<file path="config.mk">
export PLATFORM = sky130hd
export DESIGN_NAME = cacheline_adaptor
export DESIGN_NICKNAME = d
export VERILOG_FILES = /design/src/rtl/cacheline_adaptor.sv
export SDC_FILE = /design/constraint.sdc
export NUM_CORES = 1
export LEC_CHECK = 0
export BUFFER_PORTS_ARGS = -buffer_cell sky130_fd_sc_hd__buf_2
export CAP_MARGIN = 15
export CORE_AREA = 2 2 279 281
export CTS_CLUSTER_SIZE = 25
export DETAILED_ROUTE_END_ITERATION = 6
export DIE_AREA = 0 0 281 283
export HOLD_SLACK_MARGIN = 0.03
export PLACE_DENSITY_LB_ADDON = 0.08
export SYNTH_ARGS = -nofsm -noshare
export SYNTH_HDL_FRONTEND = slang
export SYNTH_SLANG_ARGS = --single-unit
</file>
<file path="constraint.sdc">
create_clock -name clk -period 5.27 [get_ports clk]
set_clock_uncertainty 0.15 [all_clocks]
set_input_delay 0.2635 -clock clk [delete_from_list [all_inputs] [get_ports clk]]
set_output_delay 0.2635 -clock clk [all_outputs]
set_load 0.1 [all_outputs]
</file>
<file path="src/rtl/cacheline_adaptor.sv">
// cacheline_adaptor
//   Bridges the L2 single-line memory handshake to a 4-beat burst memory bus.
//   A 256-bit line read or write becomes BEATS consecutive BEAT_W transfers.
//   Only one transaction is in flight at a time.
//
// Handshake: the L2 holds line_read_i / line_write_i high until line_resp_o
//   pulses for one cycle. Downstream, burst_read_o / burst_write_o stay high
//   for the whole burst, and each cycle with burst_resp_i high moves exactly
//   one beat. Gaps between beats are legal.
//
// Ports
//   clk, rst           clock; asynchronous active-low reset
//   line_address_i     line address from L2 (low offset bits ignored)
//   line_wdata_i       line to write
//   line_rdata_o       assembled read line, valid in the resp cycle
//   line_read_i        read request
//   line_write_i       write request (wins over a simultaneous read)
//   line_resp_o        one-cycle completion pulse
//   burst_address_o    line-aligned burst address
//   burst_rdata_i      read beat from memory
//   burst_wdata_o      write beat to memory
//   burst_read_o       burst read request
//   burst_write_o      burst write request
//   burst_resp_i       beat strobe
//   dbg_state          current FSM state, for checkers
module cacheline_adaptor #(
  parameter int BEAT_W = 64,
  parameter int BEATS  = 4,
  parameter int ADDR_W = 32,
  localparam int LINE_W = BEAT_W * BEATS
) (
  input  logic              clk,
  input  logic              rst,
  input  logic [ADDR_W-1:0] line_address_i,
  input  logic [LINE_W-1:0] line_wdata_i,
  output logic [LINE_W-1:0] line_rdata_o,
  input  logic              line_read_i,
  input  logic              line_write_i,
  output logic              line_resp_o,
  output logic [ADDR_W-1:0] burst_address_o,
  input  logic [BEAT_W-1:0] burst_rdata_i,
  output logic [BEAT_W-1:0] burst_wdata_o,
  output logic              burst_read_o,
  output logic              burst_write_o,
  input  logic              burst_resp_i,
  output logic [1:0]        dbg_state
);

  localparam int OFF_W = $clog2(LINE_W / 8);
  localparam int CNT_W = (BEATS > 1) ? $clog2(BEATS) : 1;
  localparam logic [CNT_W-1:0] LAST_BEAT = CNT_W'(BEATS - 1);

  typedef enum logic [1:0] {
    IDLE  = 2'd0,
    READ  = 2'd1,
    WRITE = 2'd2,
    DONE  = 2'd3
  } state_t;

  state_t            state;
  logic [CNT_W-1:0]  cnt;
  logic [CNT_W-1:0]  next_cnt;
  logic [LINE_W-1:0] wbuf;
  logic [ADDR_W-1:0] aligned_addr;
  logic              unused_offset_bits;

  assign next_cnt           = cnt + 1'b1;
  assign aligned_addr       = {line_address_i[ADDR_W-1:OFF_W], {OFF_W{1'b0}}};
  assign unused_offset_bits = ^line_address_i[OFF_W-1:0];
  assign dbg_state          = state;

  // line_rdata_o doubles as the read assembly buffer; write capture goes to
  // wbuf so a completed read line stays visible until the next read beat.
  always_ff @(posedge clk or negedge rst) begin
    if (!rst) begin
      state           <= IDLE;
      cnt             <= '0;
      wbuf            <= '0;
      line_rdata_o    <= '0;
      line_resp_o     <= 1'b0;
      burst_address_o <= '0;
      burst_wdata_o   <= '0;
      burst_read_o    <= 1'b0;
      burst_write_o   <= 1'b0;
    end else begin
      line_resp_o <= 1'b0;
      case (state)
        IDLE: begin
          cnt <= '0;
          if (line_write_i) begin
            wbuf            <= line_wdata_i;
            burst_address_o <= aligned_addr;
            // First beat is presented straight from the request so it is
            // already stable in the first WRITE cycle.
            burst_wdata_o   <= line_wdata_i[BEAT_W-1:0];
            burst_write_o   <= 1'b1;
            state           <= WRITE;
          end else if (line_read_i) begin
            burst_address_o <= aligned_addr;
            burst_read_o    <= 1'b1;
            state           <= READ;
          end
        end

        READ: begin
          if (burst_resp_i) begin
            line_rdata_o[cnt*BEAT_W +: BEAT_W] <= burst_rdata_i;
            if (cnt == LAST_BEAT) begin
              cnt          <= '0;
              burst_read_o <= 1'b0;
              line_resp_o  <= 1'b1;
              state        <= DONE;
            end else begin
              cnt <= next_cnt;
            end
          end
        end

        WRITE: begin
          if (burst_resp_i) begin
            if (cnt == LAST_BEAT) begin
              cnt           <= '0;
              burst_write_o <= 1'b0;
              burst_wdata_o <= '0;
              line_resp_o   <= 1'b1;
              state         <= DONE;
            end else begin
              cnt           <= next_cnt;
              burst_wdata_o <= wbuf[next_cnt*BEAT_W +: BEAT_W];
            end
          end
        end

        DONE: begin
          state <= IDLE;
        end

        default: begin
          state <= IDLE;
        end
      endcase
    end
  end

endmodule
</file>
==> impl_results.html, run 1 <==
<table>
<tr><th>Metric</th><th>Value</th></tr>
<tr><th colspan="2">Status</th></tr>
<tr><td>Run status</td><td>finished, final reports clean</td></tr>
<tr><th colspan="2">Drt</th></tr>
<tr><td>Routed wire length per instance</td><td>21.8 µm</td></tr>
<tr><td>Via count of the routed design</td><td>19100</td></tr>
<tr><td>Number of remaining DRC errors</td><td>0</td></tr>
<tr><td>WL final</td><td>85300 µm</td></tr>
<tr><td>DR pass1 iterations</td><td>5</td></tr>
<tr><td>Via density per instance</td><td>4.89</td></tr>
<tr><td>Starting DRT DRC Count</td><td>918</td></tr>
<tr><td>Detail Route Antenna Nets</td><td>0</td></tr>
<tr><th colspan="2">Layout</th></tr>
<tr><td>Proportion of layout cells with a drive suffix above 1</td><td>0.424</td></tr>
<tr><td>Post-route insts no fill</td><td>3911</td></tr>
<tr><td>P&amp;R area growth vs syn</td><td>41.5%</td></tr>
<tr><td>Number of fill cells</td><td>7131</td></tr>
<tr><td>Most frequent cells in the layout</td><td>sky130_fd_sc_hd__buf_2 (702), sky130_fd_sc_hd__dfrtp_1 (609), sky130_fd_sc_hd__dlygate4sd3_1 (351)</td></tr>
<tr><td>Cell area after layout</td><td>35500 µm²</td></tr>
<tr><td>Most common cell after layout, fill and taps aside</td><td>sky130_fd_sc_hd__buf_2</td></tr>
<tr><td>Total Nets Final</td><td>3169</td></tr>
<tr><th colspan="2">Yosys</th></tr>
<tr><td>Most common flop cell mapped by yosys</td><td>sky130_fd_sc_hd__dfrtp_1</td></tr>
<tr><td>Synthesized-area fraction occupied by and/or/nand/nor cells</td><td>0.0658</td></tr>
<tr><td>Combinational family with the most area after synthesis</td><td>multiplexers</td></tr>
<tr><td>Mux contribution to synthesized area</td><td>0.186</td></tr>
<tr><td>Count of flip-flops with a built-in enable after synthesis</td><td>0</td></tr>
<tr><td>Synth async-reset ratio</td><td>1.00</td></tr>
<tr><td>Post-synthesis sequential element count</td><td>610</td></tr>
<tr><td>Sequential area share after synthesis</td><td>0.608</td></tr>
<tr><td>Count of unique library cells instantiated by Yosys</td><td>38</td></tr>
<tr><td>Netlist Area Pre-Place</td><td>25100 µm²</td></tr>
<tr><td>Count of yosys warnings during synthesis</td><td>0</td></tr>
<tr><td>Compound-cell area share of the yosys netlist</td><td>0.100</td></tr>
<tr><td>Fraction of synthesized cell area in xor and xnor cells</td><td>0</td></tr>
<tr><td>Average cell area after synthesis</td><td>14.0 µm²</td></tr>
<tr><td>Proportion of netlist area held by the largest area contributor</td><td>0.608</td></tr>
<tr><td>Post-synthesis instance total</td><td>1791</td></tr>
<tr><td>Top cell type by total area after synthesis</td><td>sky130_fd_sc_hd__dfrtp_1</td></tr>
<tr><td>Synth top area cells</td><td>sky130_fd_sc_hd__dfrtp_1 (61%), sky130_fd_sc_hd__mux2_2 (13%), sky130_fd_sc_hd__mux4_2 (5.7%)</td></tr>
<tr><td>Adder-cell area share of the yosys netlist</td><td>0.00499</td></tr>
<tr><th colspan="2">Clocking</th></tr>
<tr><td>CTS resizes</td><td>0</td></tr>
<tr><td>Clock tree from TritonCTS</td><td>built</td></tr>
<tr><td>Number of buffers created by CTS</td><td>73</td></tr>
<tr><td>Worst-skew pair later-pin latency</td><td>590 ps</td></tr>
<tr><td>Clk pin slew, worst setup/hold paths</td><td>60 ps</td></tr>
<tr><td>Root Driver</td><td>sky130_fd_sc_hd__clkbuf_16</td></tr>
<tr><td>Number of H-tree levels</td><td>3</td></tr>
<tr><td>Clock sinks</td><td>610</td></tr>
<tr><td>Maximum clock insertion buffer count</td><td>3</td></tr>
<tr><td>Number of buffers added for setup after CTS</td><td>0</td></tr>
<tr><td>Post-CTS Hold Buffers</td><td>351</td></tr>
<tr><th colspan="2">Placed design</th></tr>
<tr><td>Count of buffers from port buffering</td><td>703</td></tr>
<tr><td>Number of cells in the design after placement</td><td>3416</td></tr>
<tr><td>GPL Wtd Cong</td><td>0.809</td></tr>
<tr><td>HPWL after DPL</td><td>57000 µm</td></tr>
<tr><td>Pre-CTS setup slack</td><td>1730 ps</td></tr>
<tr><td>Placed Instance Area</td><td>29500 µm²</td></tr>
<tr><th colspan="2">Timing</th></tr>
<tr><td>Crit path time final</td><td>3460 ps</td></tr>
<tr><td>Setup repair after global routing missed its margin</td><td>false</td></tr>
<tr><td>Final setup fails</td><td>0</td></tr>
<tr><td>Transition time at the pin with the least slew margin</td><td>1000 ps</td></tr>
<tr><td>Max-Slew Margin vs Limit</td><td>0.330</td></tr>
<tr><td>Sum of negative setup slack</td><td>0 ps</td></tr>
<tr><td>Number of max-slew violations in the final report</td><td>0</td></tr>
<tr><td>Number of failing hold endpoints at the final stage</td><td>0</td></tr>
<tr><td>Portion of the clock cycle consumed by the worst path in the final layout</td><td>0.657</td></tr>
<tr><td>Worst Setup Slack, final</td><td>1810 ps</td></tr>
<tr><td>Timing-limited maximum frequency</td><td>0.289 GHz</td></tr>
<tr><th colspan="2">Floorplanning</th></tr>
<tr><td>Initial core utilization</td><td>0.327</td></tr>
<tr><td>Row Count</td><td>102</td></tr>
<tr><td># IOs</td><td>714</td></tr>
<tr><td>Overall die width</td><td>281 µm</td></tr>
<tr><td>Vertical extent of the die</td><td>283 µm</td></tr>
<tr><td>Die area</td><td>79500 µm²</td></tr>
<tr><td>Floorplan core area</td><td>76700 µm²</td></tr>
<tr><th colspan="2">Min path</th></tr>
<tr><td>Min-delay worst type</td><td>in2async</td></tr>
<tr><th colspan="2">Job</th></tr>
<tr><td>Max Cap Violations</td><td>0</td></tr>
<tr><th colspan="2">Power and ir drop</th></tr>
<tr><td>Static power due to leakage</td><td>16.6 nW</td></tr>
<tr><td>Highest ir drop seen on vdd</td><td>0.000295 V</td></tr>
<tr><td>Power per unit of standard cell area</td><td>661 nW/µm²</td></tr>
<tr><th colspan="2">Setup path</th></tr>
<tr><td>Worst Path Max Fanout</td><td>41</td></tr>
<tr><td>Critical Setup Path Class</td><td>reg2reg</td></tr>
<tr><td>Crit path from</td><td>cnt[0]</td></tr>
<tr><td>Startpoint type of the worst setup path</td><td>flop</td></tr>
<tr><td>Required time at the worst-slack endpoint</td><td>5600 ps</td></tr>
<tr><td>Worst path arrival time</td><td>3790 ps</td></tr>
<tr><td>Worst r2r src</td><td>cnt[0]</td></tr>
<tr><td>Type of destination of the critical path</td><td>flop</td></tr>
<tr><th colspan="2">GRT</th></tr>
<tr><td>Initial antenna violation count</td><td>19</td></tr>
<tr><td>Number of global-route vias before repair</td><td>20100</td></tr>
<tr><td>GRT Util Overall</td><td>0.213</td></tr>
<tr><td>Wire length of the first global-routing pass</td><td>130000 µm</td></tr>
<tr><td>GRT overflow</td><td>0</td></tr>
<tr><td>Maximum number of pins on one net before global-route repair</td><td>150</td></tr>
</table>
==> worst paths after layout <==
check,end,slack (ps),cells after the start
worst max register to register,burst_wdata_o[50],1810,5
max in group asynchronous,wbuf[9],3390,3
worst min register to register,line_rdata_o[182],320,2
worst max-delay path,burst_wdata_o[50],1810,5
worst min-delay path,line_rdata_o[236],130,2
min in group clk,wbuf[204],270,3
==> stage by stage <==
stage	hold WS [ps]	util	total power, mW
after floorplan	-182	-	15.9
after global placement	180	0.385	18.1
after detailed placement	188	0.385	18.3
after CTS	119	0.462	23.8
after global routing	157	0.463	24.6
final	133	0.463	23.5
==> layout make-up <==
class,count,area [µm²],area share
Sequential cell,610,15300,0.430
Multi-Input combinational cell,1026,9080,0.256
Timing Repair Buffer,1085,7350,0.207
Clock buffer,110,2170,0.0611
Tap cell,1040,1300,0.0366
Clock inverter,19,275,0.00775
Antenna cell,15,37.5,0.00106
Inverter,6,22.5,0.000634
==> Yosys cell counts, types with 10 or more instances <==
master	count
sky130_fd_sc_hd__nand2_1	246
sky130_fd_sc_hd__clkbuf_1	52
sky130_fd_sc_hd__nor4b_1	64
sky130_fd_sc_hd__buf_2	59
sky130_fd_sc_hd__mux2_2	285
sky130_fd_sc_hd__a22o_1	135
sky130_fd_sc_hd__a221o_1	64
sky130_fd_sc_hd__mux4_2	64
sky130_fd_sc_hd__o21ai_1	45
sky130_fd_sc_hd__o21ai_0	79
sky130_fd_sc_hd__buf_4	19
sky130_fd_sc_hd__buf_6	17
sky130_fd_sc_hd__dfrtp_1	610
sky130_fd_sc_hd__ha_1	10
==> critical path, stage by stage, from the launching register on <==
cell and delay (ps):
sky130_fd_sc_hd__dfrtp_4 730, sky130_fd_sc_hd__inv_1 200, sky130_fd_sc_hd__ha_4 720, sky130_fd_sc_hd__buf_4 770
sky130_fd_sc_hd__mux4_2 400, sky130_fd_sc_hd__a221o_1 340
==> power breakdown <==
group	switching, mW	internal, mW
registers	0.892	6.37
logic	7.68	3.41
clock network	2.02	3.10
total	10.6	12.9
==> cell families after synthesis <==
logic type	after synthesis
fa+ha+maj	10
flops	610
simple gates	329
buf+inv	159
other cells	1
compound gates	332
mux	350
==> state kept, by name (all words and copies together) (netlist names) <==
name / count
line_resp_o: 1
burst_address_o: 27
dbg_state: 2
cnt: 2
wbuf: 256
line_rdata_o: 256
burst_write_o: 1
burst_wdata_o: 64
burst_read_o: 1
==> layer usage <==
layer  global-route usage  vias up  part of all wire
met2                0.365      579              0.50
met4               0.0656        8             0.028
li1                     -     8639                 -
met1                0.259     9769              0.40
met3               0.0583      122             0.068
met5                    0        -           0.00060
Note: power is estimated with default switching activity, not from simulation.
==> run 2: changes to the inputs <==
--- a/config.mk
+++ b/config.mk
@@ -5,12 +5,13 @@
 export SDC_FILE = /design/constraint.sdc
 export NUM_CORES = 1
 export LEC_CHECK = 0
+export ABC_AREA = 1
 export BUFFER_PORTS_ARGS = -buffer_cell sky130_fd_sc_hd__buf_2
 export CAP_MARGIN = 15
-export CORE_AREA = 2 2 279 281
+export CORE_AREA = 2 2 276 278
 export CTS_CLUSTER_SIZE = 25
 export DETAILED_ROUTE_END_ITERATION = 6
-export DIE_AREA = 0 0 281 283
+export DIE_AREA = 0 0 278 280
 export HOLD_SLACK_MARGIN = 0.03
 export PLACE_DENSITY_LB_ADDON = 0.08
 export SYNTH_ARGS = -nofsm -noshare
==> constraint.sdc (replaced) <==
create_clock -name clk -period 2.95 [get_ports clk]
set_clock_uncertainty 0.15 [all_clocks]
set_input_delay 0.1475 -clock clk [delete_from_list [all_inputs] [get_ports clk]]
set_output_delay 0.1475 -clock clk [all_outputs]
set_load 0.1 [all_outputs]
==> run 2 against run 1 <==
Worst hold slack got worse by 8.9 ps; critical path depth rose by 3; first-iteration DRC count up 63%; register-to-register slack worse by 1300 ps; synthesized cell count increased by 57%; non-clock buffer count rose by 60; area after synthesis up 5.4%; count of clock-buffer cells in the layout is 10 lower; routed wire length is 13% higher; critical path type unchanged; highest routed layer unchanged.
==> impl_results.html, run 2 <==
<table>
<tr><th>Metric</th><th>Value</th></tr>
<tr><th colspan="2">Layout</th></tr>
<tr><td>Proportion of layout cells with a drive suffix above 1</td><td>0.249 (was 0.424)</td></tr>
<tr><td>Seq. cell area</td><td>15300 µm² (unchanged)</td></tr>
<tr><td>Number of fill cells</td><td>7180 (was 7131)</td></tr>
<tr><td>P&amp;R area growth vs syn</td><td>40.8% (was 41.5%)</td></tr>
<tr><td>Top flop regs</td><td>line_rdata_o x256, wbuf x256, burst_wdata_o x64 (unchanged)</td></tr>
<tr><td>Most common cell after layout, fill and taps aside</td><td>sky130_fd_sc_hd__buf_2 (unchanged)</td></tr>
<tr><td>Most frequent cells in the layout</td><td>sky130_fd_sc_hd__buf_2 (702), sky130_fd_sc_hd__dfrtp_1 (609), sky130_fd_sc_hd__o21ai_0 (531) (was sky130_fd_sc_hd__buf_2 (702), sky130_fd_sc_hd__dfrtp_1 (609), sky130_fd_sc_hd__dlygate4sd3_1 (351))</td></tr>
<tr><td>Area used by multi-input combinational logic</td><td>9090 µm² (was 9080 µm²)</td></tr>
<tr><td>Total Nets Final</td><td>4192 (was 3169)</td></tr>
<tr><th colspan="2">Timing</th></tr>
<tr><td>Max-Slew Margin vs Limit</td><td>0.383 (was 0.330)</td></tr>
<tr><td>Crit path time final</td><td>2490 ps (was 3460 ps)</td></tr>
<tr><td>Portion of the clock cycle consumed by the worst path in the final layout</td><td>0.843 (was 0.657)</td></tr>
<tr><td>Final setup fails</td><td>0 (unchanged)</td></tr>
<tr><td>Number of max-slew violations in the final report</td><td>0 (unchanged)</td></tr>
<tr><td>Transition time at the pin with the least slew margin</td><td>926 ps (was 1000 ps)</td></tr>
<tr><td>Sum of negative setup slack</td><td>0 ps (unchanged)</td></tr>
<tr><td>Setup repair after global routing missed its margin</td><td>false (unchanged)</td></tr>
<tr><td>Timing-limited maximum frequency</td><td>0.402 GHz (was 0.289 GHz)</td></tr>
<tr><td>Number of failing hold endpoints at the final stage</td><td>0 (unchanged)</td></tr>
<tr><th colspan="2">Drt</th></tr>
<tr><td>WL final</td><td>96800 µm (was 85300 µm)</td></tr>
<tr><td>Routed wire length per instance</td><td>19.9 µm (was 21.8 µm)</td></tr>
<tr><td>Via density per instance</td><td>4.90 (was 4.89)</td></tr>
<tr><td>Detail Route Antenna Nets</td><td>0 (unchanged)</td></tr>
<tr><td>DR pass1 iterations</td><td>5 (unchanged)</td></tr>
<tr><td>Number of remaining DRC errors</td><td>0 (unchanged)</td></tr>
<tr><td>Starting DRT DRC Count</td><td>1495 (was 918)</td></tr>
<tr><td>Via count of the routed design</td><td>23900 (was 19100)</td></tr>
<tr><th colspan="2">Yosys</th></tr>
<tr><td>Most common flop cell mapped by yosys</td><td>sky130_fd_sc_hd__dfrtp_1 (unchanged)</td></tr>
<tr><td>Compound-cell area share of the yosys netlist</td><td>0.160 (was 0.100)</td></tr>
<tr><td>Fraction of synthesized cell area in xor and xnor cells</td><td>0 (unchanged)</td></tr>
<tr><td>Proportion of netlist area held by the largest area contributor</td><td>0.577 (was 0.608)</td></tr>
<tr><td>Commonest cells in the synthesized netlist</td><td>sky130_fd_sc_hd__dfrtp_1 (610), sky130_fd_sc_hd__o21ai_0 (531), sky130_fd_sc_hd__nand2_1 (443), sky130_fd_sc_hd__inv_1 (263), sky130_fd_sc_hd__nor2_1 (218) (was sky130_fd_sc_hd__dfrtp_1 (610), sky130_fd_sc_hd__mux2_2 (285), sky130_fd_sc_hd__nand2_1 (246), sky130_fd_sc_hd__a22o_1 (135), sky130_fd_sc_hd__o21ai_0 (79))</td></tr>
<tr><td>Sequential area share after synthesis</td><td>0.577 (was 0.608)</td></tr>
<tr><td>Combinational family with the most area after synthesis</td><td>compound AO/OA/AOI/OAI gates (was multiplexers)</td></tr>
<tr><td>Synth top area cells</td><td>sky130_fd_sc_hd__dfrtp_1 (58%), sky130_fd_sc_hd__o21ai_0 (10%), sky130_fd_sc_hd__nand2_1 (6.3%) (was sky130_fd_sc_hd__dfrtp_1 (61%), sky130_fd_sc_hd__mux2_2 (13%), sky130_fd_sc_hd__mux4_2 (5.7%))</td></tr>
<tr><td>Mux contribution to synthesized area</td><td>0.0668 (was 0.186)</td></tr>
<tr><td>Adder-cell area share of the yosys netlist</td><td>0.00473 (was 0.00499)</td></tr>
<tr><td>Count of unique library cells instantiated by Yosys</td><td>34 (was 38)</td></tr>
<tr><td>Top cell type by total area after synthesis</td><td>sky130_fd_sc_hd__dfrtp_1 (unchanged)</td></tr>
<tr><td>Count of yosys warnings during synthesis</td><td>0 (unchanged)</td></tr>
<tr><td>Netlist Area Pre-Place</td><td>26400 µm² (was 25100 µm²)</td></tr>
<tr><td>Post-synthesis sequential element count</td><td>610 (unchanged)</td></tr>
<tr><td>Average cell area after synthesis</td><td>9.44 µm² (was 14.0 µm²)</td></tr>
<tr><td>Post-synthesis instance total</td><td>2803 (was 1791)</td></tr>
<tr><td>Dominant cell by count in the synthesized netlist</td><td>sky130_fd_sc_hd__dfrtp_1 (unchanged)</td></tr>
<tr><td>Synthesized-area fraction occupied by and/or/nand/nor cells</td><td>0.110 (was 0.0658)</td></tr>
<tr><td>Synth async-reset ratio</td><td>1.00 (unchanged)</td></tr>
<tr><td>Count of flip-flops with a built-in enable after synthesis</td><td>0 (unchanged)</td></tr>
<tr><th colspan="2">Floorplanning</th></tr>
<tr><td>Initial core utilization</td><td>0.352 (was 0.327)</td></tr>
<tr><td>Overall die width</td><td>278 µm (was 281 µm)</td></tr>
<tr><td># IOs</td><td>714 (unchanged)</td></tr>
<tr><td>Vertical extent of the die</td><td>280 µm (was 283 µm)</td></tr>
<tr><td>Die area</td><td>77800 µm² (was 79500 µm²)</td></tr>
<tr><td>Row Count</td><td>101 (was 102)</td></tr>
<tr><td>Floorplan core area</td><td>75200 µm² (was 76700 µm²)</td></tr>
<tr><th colspan="2">Setup path</th></tr>
<tr><td>Type of destination of the critical path</td><td>flop (unchanged)</td></tr>
<tr><td>Depth of the worst register-to-register path</td><td>8 (was 5)</td></tr>
<tr><td>Register-to-register path setup slack</td><td>460 ps (was 1810 ps)</td></tr>
<tr><td>Critical Setup Path Class</td><td>reg2reg (unchanged)</td></tr>
<tr><td>Worst path arrival time</td><td>2880 ps (was 3790 ps)</td></tr>
<tr><td>Crit path from</td><td>cnt[0] (unchanged)</td></tr>
<tr><td>Required time at the worst-slack endpoint</td><td>3350 ps (was 5600 ps)</td></tr>
<tr><td>Worst Path Max Fanout</td><td>56 (was 41)</td></tr>
<tr><td>Capturing instance or port of the critical path</td><td>burst_wdata_o[21] (was burst_wdata_o[50])</td></tr>
<tr><td>Reg-to-reg endpoint</td><td>burst_wdata_o[21] (was burst_wdata_o[50])</td></tr>
<tr><td>Worst r2r src</td><td>cnt[0] (unchanged)</td></tr>
<tr><td>Startpoint type of the worst setup path</td><td>flop (unchanged)</td></tr>
<tr><th colspan="2">Status</th></tr>
<tr><td>Run status</td><td>finished, final reports clean (unchanged)</td></tr>
<tr><th colspan="2">GRT</th></tr>
<tr><td>Wire length of the first global-routing pass</td><td>148000 µm (was 130000 µm)</td></tr>
<tr><td>Global-route track usage on met2</td><td>0.403 (was 0.365)</td></tr>
<tr><td>GR met3 Demand/Resource</td><td>0.0602 (was 0.0583)</td></tr>
<tr><td>Maximum number of pins on one net before global-route repair</td><td>145 (was 150)</td></tr>
<tr><td>GRT overflow</td><td>0 (unchanged)</td></tr>
<tr><td>GRT Util Overall</td><td>0.245 (was 0.213)</td></tr>
<tr><td>Initial antenna violation count</td><td>25 (was 19)</td></tr>
<tr><td>Number of global-route vias before repair</td><td>24400 (was 20100)</td></tr>
<tr><td>GR Util met1</td><td>0.311 (was 0.259)</td></tr>
<tr><td>Highest-utilization routing layer at the global route stage</td><td>met2 (unchanged)</td></tr>
<tr><th colspan="2">Placed design</th></tr>
<tr><td>GPL Wtd Cong</td><td>0.846 (was 0.809)</td></tr>
<tr><td>Count of buffers from port buffering</td><td>703 (unchanged)</td></tr>
<tr><td>HPWL after DPL</td><td>64200 µm (was 57000 µm)</td></tr>
<tr><th colspan="2">Clocking</th></tr>
<tr><td>Number of buffers created by CTS</td><td>71 (was 73)</td></tr>
<tr><td>Maximum clock insertion buffer count</td><td>3 (unchanged)</td></tr>
<tr><td>Number of buffers added for setup after CTS</td><td>0 (unchanged)</td></tr>
<tr><td>Clock tree from TritonCTS</td><td>built (unchanged)</td></tr>
<tr><td>Worst-skew pair later-pin latency</td><td>610 ps (was 590 ps)</td></tr>
<tr><td>Number of H-tree levels</td><td>3 (unchanged)</td></tr>
<tr><td>Clock sinks</td><td>610 (unchanged)</td></tr>
<tr><td>Root Driver</td><td>sky130_fd_sc_hd__clkbuf_16 (unchanged)</td></tr>
<tr><td>Clk pin slew, worst setup/hold paths</td><td>60 ps (about the same)</td></tr>
<tr><th colspan="2">Job</th></tr>
<tr><td>Max Cap Violations</td><td>0 (unchanged)</td></tr>
<tr><th colspan="2">Min path</th></tr>
<tr><td>Min-delay worst type</td><td>in2reg (was in2async)</td></tr>
</table>
[run 2: cell count changes after synthesis, moves of 99 or more]
| cell | delta |
|---|---|
| sky130_fd_sc_hd__nor2_1 | +217 |
| sky130_fd_sc_hd__nand2_1 | +197 |
| sky130_fd_sc_hd__o21ai_1 | +131 |
| sky130_fd_sc_hd__inv_1 | +257 |
| sky130_fd_sc_hd__mux2_2 | -227 |
| sky130_fd_sc_hd__a22o_1 | -135 |
| sky130_fd_sc_hd__mux2_1 | +99 |
| sky130_fd_sc_hd__o21ai_0 | +452 |
[run 2: final cells by class]
class	count	share of cell area
Sequential cell	610	0.410
Multi-Input combinational cell	1725	0.244
Timing Repair Buffer	1145	0.220
Clock buffer	100	0.0553
Tap cell	978	0.0329
Inverter	272	0.0276
Clock inverter	27	0.00951
Antenna cell	17	0.00114
[run 2: cells by family (layout without fill, tap and decap cells)]
| logic type | Yosys count | after routing |
|---|---|---|
| mux | 157 | 157 |
| simple gates | 734 | 734 |
| buf+inv | 472 | 1544 |
| other cells | 1 | 22 |
| compound gates | 819 | 819 |
| flops | 610 | 610 |
| fa+ha+maj | 10 | 10 |
[run 2: how the worst min path moves through the flow]
stage                                  from                  end  slack, ps  depth (start not counted)
final                      line_wdata_i[87]             wbuf[87]        120                          3
after global routing      line_wdata_i[102]            wbuf[102]        110                          3
after CTS                 line_wdata_i[141]            wbuf[141]         90                          3
after detailed placement                rst    line_rdata_o[180]          5                          1
after global placement                  rst    line_rdata_o[180]         -3                          1
after floorplan                         rst  burst_address_o[10]       -300                          0
[run 2: what timing repair did]
action / in CTS / in global routing
endpoints found under the hold margin: 1024 / 0
gates resized for setup: 0 / 0
hold buffers: 379 / 0
[run 2: critical path, cell delays in order, from the launching register on]
cell and delay, ps:
sky130_fd_sc_hd__dfrtp_4 450, sky130_fd_sc_hd__buf_4 580, sky130_fd_sc_hd__buf_4 560, sky130_fd_sc_hd__nor2_1 110, sky130_fd_sc_hd__nor2_1 100, sky130_fd_sc_hd__o21ai_0 150
sky130_fd_sc_hd__o21ai_1 130, sky130_fd_sc_hd__nand2_1 60, sky130_fd_sc_hd__nand2_1 70
[run 2: metal layers]
metal	share of wire	vias up	wire (µm)
met5	0.0012	-	114
met2	0.48	777	46600
met1	0.41	11700	39900
met3	0.068	191	6570
li1	-	11300	-
met4	0.037	18	3610
[run 2: metrics by stage]
step            util  std cells  hold slack, ps  worst slack, ps  instance area [µm²]
2_1_floorplan      -       2807            -298              497                26500
3_3_place_gp   0.412       4351           -2.84              450                31000
3_5_place_dp   0.412       4351            5.17              437                31000
4_1_cts        0.495       4857            85.4              428                37200
5_1_grt        0.495       4871             112              277                37200
6_report       0.495       4874             124              464                37200
Power of run 2 is not shown: default switching activity piles up to over one toggle a cycle in this logic, so the estimate is an artifact.
